===== src/rtl/decoder.sv =====
// Row/column parity decoder: scans one data byte per cycle, then corrects a
// single-bit data error or classifies the syndrome pair, holding the result until accepted.
//
// state  | meaning
// IDLE   | waiting for a codeword; in_ready high
// SCAN   | accumulating row and column syndromes, one byte per cycle
// DECIDE | classifying syndromes and computing the corrected data
// OUT    | loading the result, then holding it until out_ready
module decoder (
    input  logic         clk,
    input  logic         rst,
    input  logic         in_valid,
    output logic         in_ready,
    input  logic [127:0] codeword,
    output logic         out_valid,
    input  logic         out_ready,
    output logic [63:0]  data_out,
    output logic [1:0]   status,
    output logic [2:0]   error_row,
    output logic [2:0]   error_col,
    output logic [15:0]  corr_count
);

    typedef enum logic [1:0] {
        IDLE   = 2'd0,
        SCAN   = 2'd1,
        DECIDE = 2'd2,
        OUT    = 2'd3
    } state_t;

    localparam logic [1:0] ST_CLEAN     = 2'b00;
    localparam logic [1:0] ST_CORRECTED = 2'b01;
    localparam logic [1:0] ST_UNCORR    = 2'b10;
    localparam logic [1:0] ST_CHECK_ERR = 2'b11;

    state_t      state, next_state;

    logic [63:0] cw_data;
    logic [7:0]  row_par;
    logic [7:0]  col_par;
    logic [7:0]  row_syn;
    logic [7:0]  col_acc;
    logic [7:0]  col_syn;
    logic [2:0]  row_cnt;
    logic [7:0]  cur_byte;

    logic [63:0] dec_data;
    logic [1:0]  dec_status;
    logic [2:0]  dec_row;
    logic [2:0]  dec_col;

    logic [63:0] nxt_data;
    logic [1:0]  nxt_status;
    logic [2:0]  nxt_row;
    logic [2:0]  nxt_col;
    logic        row_one;
    logic        col_one;
    logic        unused_resv;

    function automatic logic is_onehot(input logic [7:0] v);
        return (v != 8'd0) && ((v & (v - 8'd1)) == 8'd0);
    endfunction

    function automatic logic [2:0] bit_index(input logic [7:0] v);
        logic [2:0] idx;
        idx = 3'd0;
        for (int i = 0; i < 8; i++) begin
            if (v[i]) idx = i[2:0];
        end
        return idx;
    endfunction

    // Reserved middle bits of the codeword carry no information.
    assign unused_resv = ^codeword[63:16];

    assign cur_byte = cw_data[{row_cnt, 3'b000} +: 8];
    assign in_ready = (state == IDLE) && !rst;
    assign row_one  = is_onehot(row_syn);
    assign col_one  = is_onehot(col_syn);

    always_ff @(posedge clk) begin
        if (rst) state <= IDLE;
        else     state <= next_state;
    end

    always_comb begin
        next_state = state;
        case (state)
            IDLE:    if (in_valid) next_state = SCAN;
            SCAN:    if (row_cnt == 3'd7) next_state = DECIDE;
            DECIDE:  next_state = OUT;
            OUT:     if (out_valid && out_ready) next_state = IDLE;
            default: next_state = IDLE;
        endcase
    end

    always_comb begin
        nxt_data   = cw_data;
        nxt_status = ST_UNCORR;
        nxt_row    = 3'd0;
        nxt_col    = 3'd0;
        if (row_syn == 8'd0 && col_syn == 8'd0) begin
            nxt_status = ST_CLEAN;
        end else if (row_one && col_one) begin
            nxt_status = ST_CORRECTED;
            nxt_row    = bit_index(row_syn);
            nxt_col    = bit_index(col_syn);
            nxt_data   = cw_data ^ (64'd1 << {nxt_row, nxt_col});
        end else if ((row_one && col_syn == 8'd0) || (col_one && row_syn == 8'd0)) begin
            // A lone syndrome bit points at a flipped parity bit, not at data.
            nxt_status = ST_CHECK_ERR;
        end
    end

    always_ff @(posedge clk) begin
        if (rst) begin
            cw_data    <= 64'd0;
            row_par    <= 8'd0;
            col_par    <= 8'd0;
            row_syn    <= 8'd0;
            col_acc    <= 8'd0;
            col_syn    <= 8'd0;
            row_cnt    <= 3'd0;
            dec_data   <= 64'd0;
            dec_status <= ST_CLEAN;
            dec_row    <= 3'd0;
            dec_col    <= 3'd0;
            out_valid  <= 1'b0;
            data_out   <= 64'd0;
            status     <= ST_CLEAN;
            error_row  <= 3'd0;
            error_col  <= 3'd0;
            corr_count <= 16'd0;
        end else begin
            case (state)
                IDLE: begin
                    if (in_valid) begin
                        cw_data <= codeword[127:64];
                        row_par <= codeword[7:0];
                        col_par <= codeword[15:8];
                        row_syn <= 8'd0;
                        col_acc <= 8'd0;
                        col_syn <= 8'd0;
                        row_cnt <= 3'd0;
                    end
                end
                SCAN: begin
                    row_syn[row_cnt] <= (^cur_byte) ^ row_par[row_cnt];
                    col_acc          <= col_acc ^ cur_byte;
                    row_cnt          <= row_cnt + 3'd1;
                    if (row_cnt == 3'd7) begin
                        col_syn <= col_acc ^ cur_byte ^ col_par;
                    end
                end
                DECIDE: begin
                    dec_data   <= nxt_data;
                    dec_status <= nxt_status;
                    dec_row    <= nxt_row;
                    dec_col    <= nxt_col;
                end
                OUT: begin
                    if (!out_valid) begin
                        out_valid <= 1'b1;
                        data_out  <= dec_data;
                        status    <= dec_status;
                        error_row <= dec_row;
                        error_col <= dec_col;
                    end else if (out_ready) begin
                        out_valid <= 1'b0;
                        if (status == ST_CORRECTED && corr_count != 16'hFFFF) begin
                            corr_count <= corr_count + 16'd1;
                        end
                    end
                end
                default: ;
            endcase
        end
    end

endmodule


===== config.mk =====
export PLATFORM = sky130hd
export DESIGN_NAME = decoder
export DESIGN_NICKNAME = d
export VERILOG_FILES = /design/src/rtl/decoder.sv
export SDC_FILE = /design/constraint.sdc
export NUM_CORES = 1
export LEC_CHECK = 0
export BUFFER_PORTS_ARGS = -buffer_cell sky130_fd_sc_hd__buf_2
export CAP_MARGIN = 30
export CORE_ASPECT_RATIO = 1.5
export CORE_UTILIZATION = 58
export CTS_BUF_LIST = sky130_fd_sc_hd__clkbuf_2
export DETAILED_ROUTE_END_ITERATION = 10
export PLACE_DENSITY = 0.83
export SLEW_MARGIN = 40
export SYNTH_ARGS = -nofsm -noshare
export SYNTH_HDL_FRONTEND = slang
export SYNTH_SLANG_ARGS = --single-unit

===== constraint.sdc =====
create_clock -name clk -period 3.25 [get_ports clk]
set_clock_uncertainty 0.15 [all_clocks]
set_input_delay 0.4875 -clock clk [delete_from_list [all_inputs] [get_ports clk]]
set_output_delay 0.4875 -clock clk [all_outputs]
set_load 0.01 [all_outputs]

==> impl_metrics.yaml <==
status:
  status: "finished, final reports clean"
worst_setup_path:
  endpoint_kind: "register"
  path_class: "reg -> reg"
  worst_setup_path_start_kind: "register"
  worstPathArrival_ps: 3530
  cp_max_fo: 12
  critPathRequiredTime_ps: 3820
power_and_ir_drop:
  total_power_mw: 9.33
  powerDensity_nw_per_um2: 646
  ir_drop_mv: 0.454
  power.leakage_nw: 5.40
min_path:
  hold_class: "in -> reg"
sta:
  max_freq_mhz: 338
  slew_headroom_pct: 43.6
  slew_violations: 0
  finalCritPeriodShare_pct: 91.1
  timing.final.hold_violations: 0
  setup_viol_count_final: 0
  tns_ps: 0
  fin_crit_ps: 2960
  layout_setup_ws_ps: 289
  tightest_slew_ps: 840
  rsz0062_at_grt: "no"
  whs_ps: 75.1
yosys:
  synth-seq-cells: 270
  synthArstFlopShare_pct: 0
  syn_area_um2: 12000
  syn_area_per_cell_um2: 7.97
  ys.flop_type: "dfxtp_1"
  synth_edf_count: 0
  synth_cells: 1502
  ys_seq_area_share_pct: 45.2
  synth.distinct_cells: 68
  synth_fp_nets: 1641
  yosys_warnings: 0
floorplan:
  boundaryPins: 222
  num_rows: 64
  dieArea_um2: 21200
  die_w_um: 119
  initial_core_util_pct: 58.9
  die_y_um: 178
  coreArea_um2: 20300
placement:
  placed_cell_area_um2: 13000
  dp_cells: 1854
  pre_cts_ws_ps: 252
  io_buffers: 173
  gp_congestion: 0.947
  dpl.hpwl_mm: 23.0
final_layout:
  final_util_pct: 71.0
  layout_commonest_cell: "nand2_1"
  drive_gt1_share_pct: 18.5
  num-fill-cells: 1626
  stdcell_count: 2045
  syn_to_final_growth_pct: 20.7
  nets: 1876
  final_cell_mix: "349 x nand2_1, 269 x dfxtp_1, 184 x a21oi_1"
  stdcell_area_um2: 14400
clocking:
  clk_latency_ps: 920
  cts_made_buffers: 60
  htreeDepth: 2
  clk_pin_slew_ps: 120
  cts_sinks: 270
  cts_tree: "done"
  cts_max_path_buffers: 3
  cts-root-buf: "clkbuf_2"
  cts_setup_buffers: 0
route:
  drt_iter0_drc: 1285
  wl_per_cell_um: 17.7
  drt-pass1-iter-count: 5
  drt_wl_total_mm: 36.1
  avgViaCountPerCell: 5.90
  vias: 12068
  drc_errors: 0
  antenna_left: 0
global_routing:
  grt_pass1_vias: 10960
  gr-total-overflow: 0
  grt_max_degree: 116
  track_usage_pct: 33.2
  antenna_found_initial: 2
  grt_pass1_wl_mm: 55.7
job:
  maxCapViolCount: 0
[area by class of cell]
class | count | area, um^2 | share of cell area, %
timing repair buffer | 289 | 2030 | 14.1
tap | 264 | 330 | 2.29
sequential | 270 | 5410 | 37.4
clock buffer | 86 | 430 | 2.98
antenna | 2 | 5.00 | 0.0346
inverter | 15 | 56.3 | 0.390
clock inverter | 18 | 126 | 0.875
multi-input combinational | 1101 | 6060 | 41.9
[path summary, 6_finish.rpt]
path	to	slack [ps]	cells past startpoint	from
worst max-delay path	row_syn[0]	290	8	row_cnt[0]
worst min-delay path	col_acc[2]	80	2	rst
worst max register to register	row_syn[0]	290	8	row_cnt[0]
worst min register to register	data_out[29]	300	2	data_out[29]
[Yosys cell counts (7+ instances only)]
library cell	count	share of area (%)
nand2_1	350	11
dfxtp_1	270	45
a21oi_1	184	7.7
nor2_1	127	4.0
clkbuf_1	97	3.0
o21ai_0	77	3.2
or3_1	59	3.1
a311oi_1	58	4.2
xnor2_1	26	1.9
nand3_1	20	0.84
a22oi_1	17	1.1
nor3_1	17	0.71
inv_1	15	0.47
xor2_1	14	1.0
nand2b_1	13	0.68
mux2i_1	11	0.92
a211oi_1	9	0.56
buf_2	9	0.38
mux4_2	8	1.5
nand3b_1	8	0.50
nand4_1	8	0.42
nor2b_1	8	0.42
ha_1	7	0.73
[flip-flops by register name, summed over array words and instances, names as in the netlist, 8 cells and up]
| register | count |
|---|---|
| row_par | 8 |
| col_acc | 8 |
| cw_data | 64 |
| data_out | 64 |
| row_syn | 8 |
| dec_data | 64 |
| corr_count | 16 |
| col_par | 8 |
| col_syn | 8 |
[worst max-delay path: stages, from the launching register on]
cell     delay (ps)
dfxtp_1         350
buf_4           220
mux4_2          570
nand2_1         100
nand2_1         170
xnor2_1         200
xnor3_1         450
xnor2_2         410
o21ai_1         130
[routing by layer]
| metal | global-route usage, % | share of wire (%) |
|---|---|---|
| met4 | 23.0 | 6.6 |
| met2 | 56.3 | 49 |
| met5 | 0 | 0 |
| met1 | 38.3 | 37 |
| met3 | 5.37 | 7.2 |
[repair_timing]
item | CTS | global route
gates resized for setup | 0 | 1
hold buffers | 83 | 0
hold endpoints to repair | 83 | 0
setup endpoints to repair | 0 | 4
[cell families (layout without fill, tap and decap cells)]
group / after synthesis / after routing / synth area share (%)
buffers and inverters: 131 / 408 / 4.46
other: 0 / 2 / 0
AND/OR/NAND/NOR: 642 / 642 / 23.7
multiplexers: 24 / 24 / 2.92
flip-flops: 270 / 270 / 45.2
XOR/XNOR: 43 / 43 / 3.44
AO/OA/AOI/OAI: 384 / 384 / 19.5
adder cells (fa/ha/maj): 8 / 8 / 0.815
[power breakdown]
part           switching [mW]  internal (mW)  total [mW]
clock network            1.33          0.868        2.20
registers               0.427           3.83        4.26
logic                    1.76           1.11        2.87
Power figures use the tool's default switching activity.
